[src/rtl/alu_pkg.sv]
`default_nettype none
// ============================================================================
// Module      : alu_pkg
// Description : Shared ALU types (opcodes, flags) and arbiter FSM encoding.
// Revision    : 1.0 - initial release
// ============================================================================
package alu_pkg;

    localparam int ALU_ARB_MAX_REQ = 4;

    // Codes 5..7 are undefined and yield a zero result with only Z set.
    typedef enum logic [2:0] {
        OP_ADD = 3'd0,
        OP_SUB = 3'd1,
        OP_AND = 3'd2,
        OP_OR  = 3'd3,
        OP_XOR = 3'd4
    } alu_op_t;

    typedef struct packed {
        logic n;
        logic z;
        logic c;
        logic v;
    } alu_flags_t;

    typedef enum logic [1:0] {
        IDLE = 2'd0,
        EXEC = 2'd1,
        RESP = 2'd2
    } arb_state_t;

endpackage : alu_pkg
`default_nettype wire

[src/rtl/alu.sv]
`default_nettype none
// ============================================================================
// Module      : Alu
// Description : 32-bit combinational ALU producing a result and N/Z/C/V flags.
// Revision    : 1.0 - initial release
// ============================================================================
module Alu
    import alu_pkg::*;
(
    input  alu_op_t     i_op,
    input  logic [31:0] i_a,
    input  logic [31:0] i_b,
    output logic [31:0] o_result,
    output alu_flags_t  o_flags
);

    logic [32:0] w_sum;
    logic [31:0] w_res;
    logic        w_c;
    logic        w_v;

    always_comb begin
        w_sum = 33'd0;
        w_res = 32'd0;
        w_c   = 1'b0;
        w_v   = 1'b0;
        case (i_op)
            OP_ADD: begin
                w_sum = {1'b0, i_a} + {1'b0, i_b};
                w_res = w_sum[31:0];
                w_c   = w_sum[32];
                w_v   = (i_a[31] == i_b[31]) && (w_res[31] != i_a[31]);
            end
            OP_SUB: begin
                // Carry out of a + ~b + 1 is the not-borrow flag.
                w_sum = {1'b0, i_a} + {1'b0, ~i_b} + 33'd1;
                w_res = w_sum[31:0];
                w_c   = w_sum[32];
                w_v   = (i_a[31] != i_b[31]) && (w_res[31] != i_a[31]);
            end
            OP_AND:  w_res = i_a & i_b;
            OP_OR:   w_res = i_a | i_b;
            OP_XOR:  w_res = i_a ^ i_b;
            default: w_res = 32'd0;
        endcase
    end

    assign o_result  = w_res;
    assign o_flags.n = w_res[31];
    assign o_flags.z = (w_res == 32'd0);
    assign o_flags.c = w_c;
    assign o_flags.v = w_v;

endmodule : Alu
`default_nettype wire

[src/rtl/alu_arbiter.sv]
`default_nettype none
// ============================================================================
// Module      : alu_arbiter
// Description : Round-robin arbiter sharing one ALU among NUM_REQ requesters.
// Revision    : 1.0 - initial release
// ============================================================================
module alu_arbiter
    import alu_pkg::*;
#(
    parameter int NUM_REQ = 2,
    parameter int ID_W    = $clog2(NUM_REQ)
) (
    input  logic                         clk,
    input  logic                         rst,
    input  logic [NUM_REQ-1:0]           req_valid,
    output logic [NUM_REQ-1:0]           req_ready,
    input  alu_op_t [NUM_REQ-1:0]        req_opcode,
    input  logic [NUM_REQ-1:0][31:0]     req_a,
    input  logic [NUM_REQ-1:0][31:0]     req_b,
    output logic                         rsp_valid,
    input  logic                         rsp_ready,
    output logic [ID_W-1:0]              rsp_id,
    output logic [31:0]                  rsp_data,
    output alu_flags_t                   rsp_flags,
    output alu_flags_t                   apsr_flags
);

    arb_state_t        r_state;
    logic [ID_W-1:0]   r_rr_ptr;
    logic [ID_W-1:0]   r_cur_id;
    alu_op_t           r_op;
    logic [31:0]       r_a;
    logic [31:0]       r_b;
    logic              r_rsp_valid;
    logic [ID_W-1:0]   r_rsp_id;
    logic [31:0]       r_rsp_data;
    alu_flags_t        r_rsp_flags;
    alu_flags_t        r_apsr;

    logic [NUM_REQ-1:0] w_grant;
    logic               w_any;
    logic [ID_W-1:0]    w_idx;
    logic [ID_W-1:0]    w_cand;
    logic [ID_W-1:0]    w_next_ptr;
    logic [31:0]        w_result;
    alu_flags_t         w_flags;

    // Grant only in IDLE and never while reset is asserted.
    always_comb begin
        w_grant = '0;
        w_any   = 1'b0;
        w_idx   = '0;
        w_cand  = '0;
        if (r_state == IDLE && !rst) begin
            for (int k = 0; k < NUM_REQ; k++) begin
                w_cand = ID_W'((int'(r_rr_ptr) + k) % NUM_REQ);
                if (!w_any && req_valid[w_cand]) begin
                    w_any = 1'b1;
                    w_idx = w_cand;
                end
            end
        end
        if (w_any) begin
            w_grant[w_idx] = 1'b1;
        end
        w_next_ptr = ID_W'((int'(w_idx) + 1) % NUM_REQ);
    end

    assign req_ready = w_grant;

    Alu u_alu (
        .i_op     (r_op),
        .i_a      (r_a),
        .i_b      (r_b),
        .o_result (w_result),
        .o_flags  (w_flags)
    );

    always_ff @(posedge clk) begin
        if (rst) begin
            r_state     <= IDLE;
            r_rr_ptr    <= '0;
            r_cur_id    <= '0;
            r_op        <= OP_ADD;
            r_a         <= 32'd0;
            r_b         <= 32'd0;
            r_rsp_valid <= 1'b0;
            r_rsp_id    <= '0;
            r_rsp_data  <= 32'd0;
            r_rsp_flags <= '0;
            r_apsr      <= '0;
        end else begin
            case (r_state)
                IDLE: begin
                    if (w_any) begin
                        r_op     <= req_opcode[w_idx];
                        r_a      <= req_a[w_idx];
                        r_b      <= req_b[w_idx];
                        r_cur_id <= w_idx;
                        r_rr_ptr <= w_next_ptr;
                        r_state  <= EXEC;
                    end
                end
                EXEC: begin
                    r_rsp_data  <= w_result;
                    r_rsp_flags <= w_flags;
                    r_rsp_id    <= r_cur_id;
                    r_apsr      <= w_flags;
                    r_rsp_valid <= 1'b1;
                    r_state     <= RESP;
                end
                RESP: begin
                    if (rsp_ready) begin
                        r_rsp_valid <= 1'b0;
                        r_state     <= IDLE;
                    end
                end
                default: r_state <= IDLE;
            endcase
        end
    end

    assign rsp_valid  = r_rsp_valid;
    assign rsp_id     = r_rsp_id;
    assign rsp_data   = r_rsp_data;
    assign rsp_flags  = r_rsp_flags;
    assign apsr_flags = r_apsr;

endmodule : alu_arbiter
`default_nettype wire

[config.mk]
export PLATFORM = sky130hd
export DESIGN_NAME = alu_arbiter
export DESIGN_NICKNAME = d
export VERILOG_FILES = /design/src/rtl/alu_pkg.sv /design/src/rtl/alu.sv /design/src/rtl/alu_arbiter.sv
export SDC_FILE = /design/constraint.sdc
export NUM_CORES = 1
export LEC_CHECK = 0
export ABC_AREA = 1
export CAP_MARGIN = 20
export CORE_MARGIN = 2
export CORE_UTILIZATION = 52
export DETAILED_ROUTE_END_ITERATION = 7
export DONT_BUFFER_PORTS = 1
export PLACE_DENSITY = 0.67
export SETUP_SLACK_MARGIN = 0.4
export SYNTH_ARGS = -nofsm -noshare
export SYNTH_HDL_FRONTEND = slang
export SYNTH_HIERARCHICAL = 1
export SYNTH_SLANG_ARGS = --single-unit
[constraint.sdc]
create_clock -name clk -period 6.2 [get_ports clk]
set_input_delay 1.24 -clock clk [delete_from_list [all_inputs] [get_ports clk]]
set_output_delay 1.24 -clock clk [all_outputs]
set_load 0.03 [all_outputs]
Word level (Yosys, flattened, before mapping)
Index checks and enable logic that the tools add are counted.

cells by class
  $add $sub $neg = 5
  $lt $le $gt $ge = 4
  equality and inequality tests = 12
  mux-type cells = 28
  bitwise gates (word level) = 4
  reductions and logical operators = 14

operator list
  kind                                                                    count
  32-bit one-hot mux with 5 select lines                                  1
  32-bit two-way mux                                                      4
  32-bit by 32-bit adder with 33-bit output                               2
  33-bit by 1-bit adder with 33-bit output (second input constant)        1
  32-bit AND                                                              1
  32-bit logical NOT                                                      1
  32-bit NOT                                                              1
  32-bit bitwise OR                                                       1
  32-bit XOR                                                              1
  1-bit two-way mux                                                       13
  3-bit by 2-bit equality test with 1-bit output (second input constant)  2
  1-bit by 2-bit < comparator with 1-bit output (second input constant)   3
  2-bit two-way mux                                                       3
  3-bit two-way mux                                                       2
  1-bit one-hot mux with 2 select lines                                   3
  2-bit one-hot mux with 3 select lines                                   1
  2-bit AND reduction                                                     3
  1-bit logical AND                                                       5
  2-bit inequality test (second input constant)                           2
  3-bit by 1-bit equality test with 1-bit output (second input constant)  1
  3-bit equality test (second input constant)                             1
  3-bit logical NOT                                                       1
  1-bit inequality test                                                   3
  1-bit adder (second input constant)                                     2
  other kinds (8)                                                         9

word-level totals
  register bits after elaboration = 109
  input bits = 139
  output and inout bits = 44
  word-level logic and storage cells = 80

Logic depth before layout (Yosys ltp)
  depth after elaboration = 13
  gate-level depth with buffers = 23
  gate-level depth less buffers = 22

By module
The synthesis kept the hierarchy.

modules (own cells, without submodules)
  module       instances  cells an instance  area each (um^2)  sequential area each (um^2)
  Alu          1          1314               6590.1            0.0
  alu_arbiter  1          772                4892.2            2182.1

Worst setup path before layout
Ideal clock, no wire load.

  path kind = input-to-output
  start point = input rst
  end point = output req_ready[0]
  arrival = 2.112 ns
  required time = 4.960 ns
  setup slack = 2.848 ns
  stages on the path = 6
  buffers on the path = 3
  cell sequence = buf_6 -> nor2_4 -> nand3_2 -> buf_4 -> buf_6 -> inv_1

on the way
  word-level cells in the longest chain between the ends = 8
  elaborated cells on any way between the ends = 10
  classes of those cells = order compare: 2; mux: 5; reduce/logical: 3

RTL lines
  what                                                                                                                      RTL line           RTL
  start, declared                                                                                                           alu_arbiter.sv:14  input logic rst,
  1-bit logical NOT (*)                                                                                                     alu_arbiter.sv:54  if (r_state == IDLE && !rst) begin
  1-bit logical AND (*)                                                                                                     alu_arbiter.sv:54
  1-bit two-way mux                                                                                                         alu_arbiter.sv:54
  1-bit by 2-bit < comparator with 1-bit output (not written as such) or 1-bit greater-or-equal comparator (tied branches)  alu_arbiter.sv:64  w_grant[w_idx] = 1'b1;
  1-bit logical AND (not written as such)                                                                                   alu_arbiter.sv:64
  1-bit two-way mux (not written as such)                                                                                   alu_arbiter.sv:64
  1-bit demux with 1-bit select                                                                                             alu_arbiter.sv:64
  2-bit two-way mux (*)                                                                                                     alu_arbiter.sv:63  if (w_any) begin
  end, declared                                                                                                             alu_arbiter.sv:16  output logic [NUM_REQ-1:0] req_ready,

Every way passes the cells marked *; elsewhere a longest branch is shown, timed or not.

Final worst setup path
  start point = input req_valid[0]
  end point = output req_ready[1]

on the way
  word-level cells in the longest chain between the ends = 13
  elaborated cells on any way between the ends = 19
  classes of those cells = order compare: 2; mux: 14; reduce/logical: 3

RTL lines
  what                                                                                                                      RTL line           RTL
  start, declared                                                                                                           alu_arbiter.sv:15  input logic [NUM_REQ-1:0] req_valid,
  1-bit two-way mux (not written as such) (2 in series)                                                                     alu_arbiter.sv:57  if (!w_any && req_valid[w_cand]) begin
  1-bit two-way mux                                                                                                         alu_arbiter.sv:57
  1-bit two-way mux                                                                                                         alu_arbiter.sv:54
  1-bit logical NOT                                                                                                         alu_arbiter.sv:57
  1-bit logical AND                                                                                                         alu_arbiter.sv:57
  1-bit two-way mux                                                                                                         alu_arbiter.sv:57
  1-bit two-way mux                                                                                                         alu_arbiter.sv:54
  1-bit by 2-bit < comparator with 1-bit output (not written as such) or 1-bit greater-or-equal comparator (tied branches)  alu_arbiter.sv:64
  1-bit logical AND (not written as such)                                                                                   alu_arbiter.sv:64
  1-bit two-way mux (not written as such)                                                                                   alu_arbiter.sv:64
  1-bit demux with 1-bit select                                                                                             alu_arbiter.sv:64
  2-bit two-way mux (*)                                                                                                     alu_arbiter.sv:63

Every way passes the cells marked *; elsewhere a longest branch is shown, timed or not. The select of a mux whose other input is x is not followed.

==> metrics <==
Flop pwr share=33.3%; clk buf depth=2; maxcap violations=0; internal power=between 1 and 1.5 mW; largest net degree at the start of global routing=74; Worst Slack Setup Final=roughly 2.5 ns; DR vias=12400; Max-slew headroom=27.9%; CP max-delay cell=buf_4; Clock Sink Count=109; Hold-fix buffers, CTS=0; CTS root buffer=clkbuf_16; Port Buf Inserts=0; CTS H-tree lvls=3; Max IR drop VDD=0.132 mV; period utilization=59.1%; Setup-failing EPs final=0; Die Ht=around 150 µm; Syn Area/Cell=roughly 5.5 µm²; CP Buf/Inv Count=3; placed instance area=0.0114 mm²; GRT Overall Usage=31.6%; Unique masters post-synth=40; length of the first detailed-routing pass in iterations=5; initial DRC count=1246; storage element area=0.00218 mm²; Final Wtd Congestion=1.01; # Post-CTS Setup Buffers=0; Std-Cell Rows=54; Post-Route WL=37.5 mm; Worst Hold Launch=r_rr_ptr$_SDFFE_PP0P_; antenna violations before repair=0; Core Util, Final=54.1%; met1 Usage GRT=a little under half; Synth Cell Area=0.0115 mm²; Worst-Skew Late Latency=0.37 ns; Synth async-reset ratio=0%; sequential share of the synthesized area=19.0%; fill count=~2400; crit path cell chain=nand2_1, nand2_1, inv_2, buf_4, nand2_1, inv_1; vias in the first global route=11400; Multi-input gate area=0.00754 mm²; Leak=6.44 nW; Hold Crit Class=register to register; CTS Buf Count=9; Sw Share=47.4%; f_max=0.273 GHz; CTS tree=done; status=finished clean; sw power=1.25 mW; met3 Track Usage GR=5.38%; crit start category=primary input; WHS=0.494 ns; worst slew pin tran=1.08 ns; Final Hold Fails=0; Die W=~150 µm; ANT nets after route=0; Overall Power=~2.6 mW; final net count=2261; Clock Skew=between 0.015 and 0.02 ns; Yosys Warn Count=6; Crit path max-delay family=buffers and inverters; Required @ worst endpoint=4.96 ns; layout cell share with drive strength beyond 1=under 10%; register bit total from synthesis=109; CP arrival=2.42 ns; Cells after Synth=2086; slowest cell delay on critical path=0.56 ns; GR Util met2=45.1%; r2r startpoint=r_b[0]$_SDFFE_PP0P_; Final min period=3.66 ns; die area=0.0233 mm²; commonest non-fill, non-tap cell in the layout=nand2_1; area grow syn2layout=2.47%; wire per inst=16.3 µm; final count of pins violating max slew=0; Clk pwr share=23.2%; commonest cells after routing, fill and taps aside=nand2_1, nor2_1, inv_1; critical path class=primary input to output pin; Detail Placement HPWL=29.4 mm; Synthesized Nets=2331; Setup crit end kind=output pin; GRT busiest layer=met1; Post-Layout Cell Count=between 2000 and 2500; I/O pin total=183; Clock transition at path regs=0.09 ns; drc violations=0; crit path from=req_valid[0]; GR Overflow Total=0; Worst Hold Depth=2; dpl cells=around 2300; Initial Util=a little over half; EDFF count, synth=0; Worst path depth=6; Comb power frac=a little over two fifths; cells on worst reg2reg path=20; number of gates resized after CTS=0; power density cells=about 220 mW/mm²; flop2flop setup slack=3.02 ns; core area=0.0218 mm²; dpl ws=~2.5 ns; design area=between 0.01 and 0.015 mm²; Crit path top cell by count=nand2_1; unrepaired setup endpoints after global routing=false; first-pass GRT wire length=59.1 mm; Final TNS setup=0 ns; dominant synthesized flop cell=dfxtp_1; drt via density=5.40; Worst Path Max Fanout=68
==> tightest hold or removal path, cell delays in order (launching register included) <==
cell and delay, ns:
dfxtp_1 0.33, nand2_1 0.07, a21oi_1 0.06
==> cells in the mapped netlist, types with 7 or more instances <==
cell type | instances | share of area [%]
nand2_1 | 520 | 17
nor2_1 | 451 | 15
inv_1 | 339 | 11
nand3_1 | 213 | 9.3
dfxtp_1 | 109 | 19
ha_1 | 104 | 11
a21oi_1 | 73 | 3.2
o21ai_0 | 67 | 2.9
buf_2 | 33 | 1.4
clkbuf_1 | 32 | 1.0
nand4_1 | 17 | 0.93
buf_4 | 16 | 1.0
nand2_2 | 15 | 0.82
o22ai_1 | 14 | 0.76
a221oi_1 | 11 | 0.84
inv_2 | 10 | 0.33
nor3_1 | 10 | 0.44
o21bai_1 | 9 | 0.59
nand3_2 | 7 | 0.61
==> path summary, 6_finish.rpt <==
path                                endpoint
setup / recovery                req_ready[1]
hold / removal         r_rr_ptr$_SDFFE_PP0P_
setup reg to reg  apsr_flags[2]$_SDFFE_PP0P_
hold reg to reg        r_rr_ptr$_SDFFE_PP0P_
==> flip-flops by register name, indices dropped and copies added, names as in the netlist <==
signal,count
r_cur_id,1
rsp_valid,1
apsr_flags,4
rsp_data,32
r_a,32
r_op,3
rsp_id,1
r_b,32
r_state,2
r_rr_ptr,1
==> power groups by stage <==
stage,sequential [mW],combinational (mW),clock [mW]
2_1_floorplan,0.869,0.876,0
3_3_place_gp,0.894,1.10,0
6_report,0.881,1.15,0.614
5_1_grt,0.891,1.30,0.651
4_1_cts,0.881,1.12,0.627
3_5_place_dp,0.898,1.11,0
==> kinds of logic after synthesis <==
kind of cell,Yosys count,synth area share [%]
simple gates,1243,44.5
fa+ha+maj,106,11.7
buf+inv,438,15.4
compound gates,189,9.31
flops,109,19.0
xor+xnor,1,0.0763
==> layer usage <==
| metal | routed length, µm | vias to the layer above |
|---|---|---|
| met5 | 0 | - |
| met4 | 1070 | 0 |
| met3 | 3990 | 72 |
| met2 | 15100 | 618 |
| met1 | 17400 | 5470 |
| li1 | - | 6265 |
==> layout make-up <==
cell class / count / area share, %
Timing Repair Buffer: 8 / 0.681
Clock inverter: 7 / 0.659
Sequential cell: 109 / 18.5
Antenna cell: 1 / 0.0213
Multi-Input combinational cell: 1539 / 64.1
Clock buffer: 9 / 1.91
Inverter: 349 / 11.1
Tap cell: 280 / 2.98
Note: power is estimated with default switching activity, not from simulation.
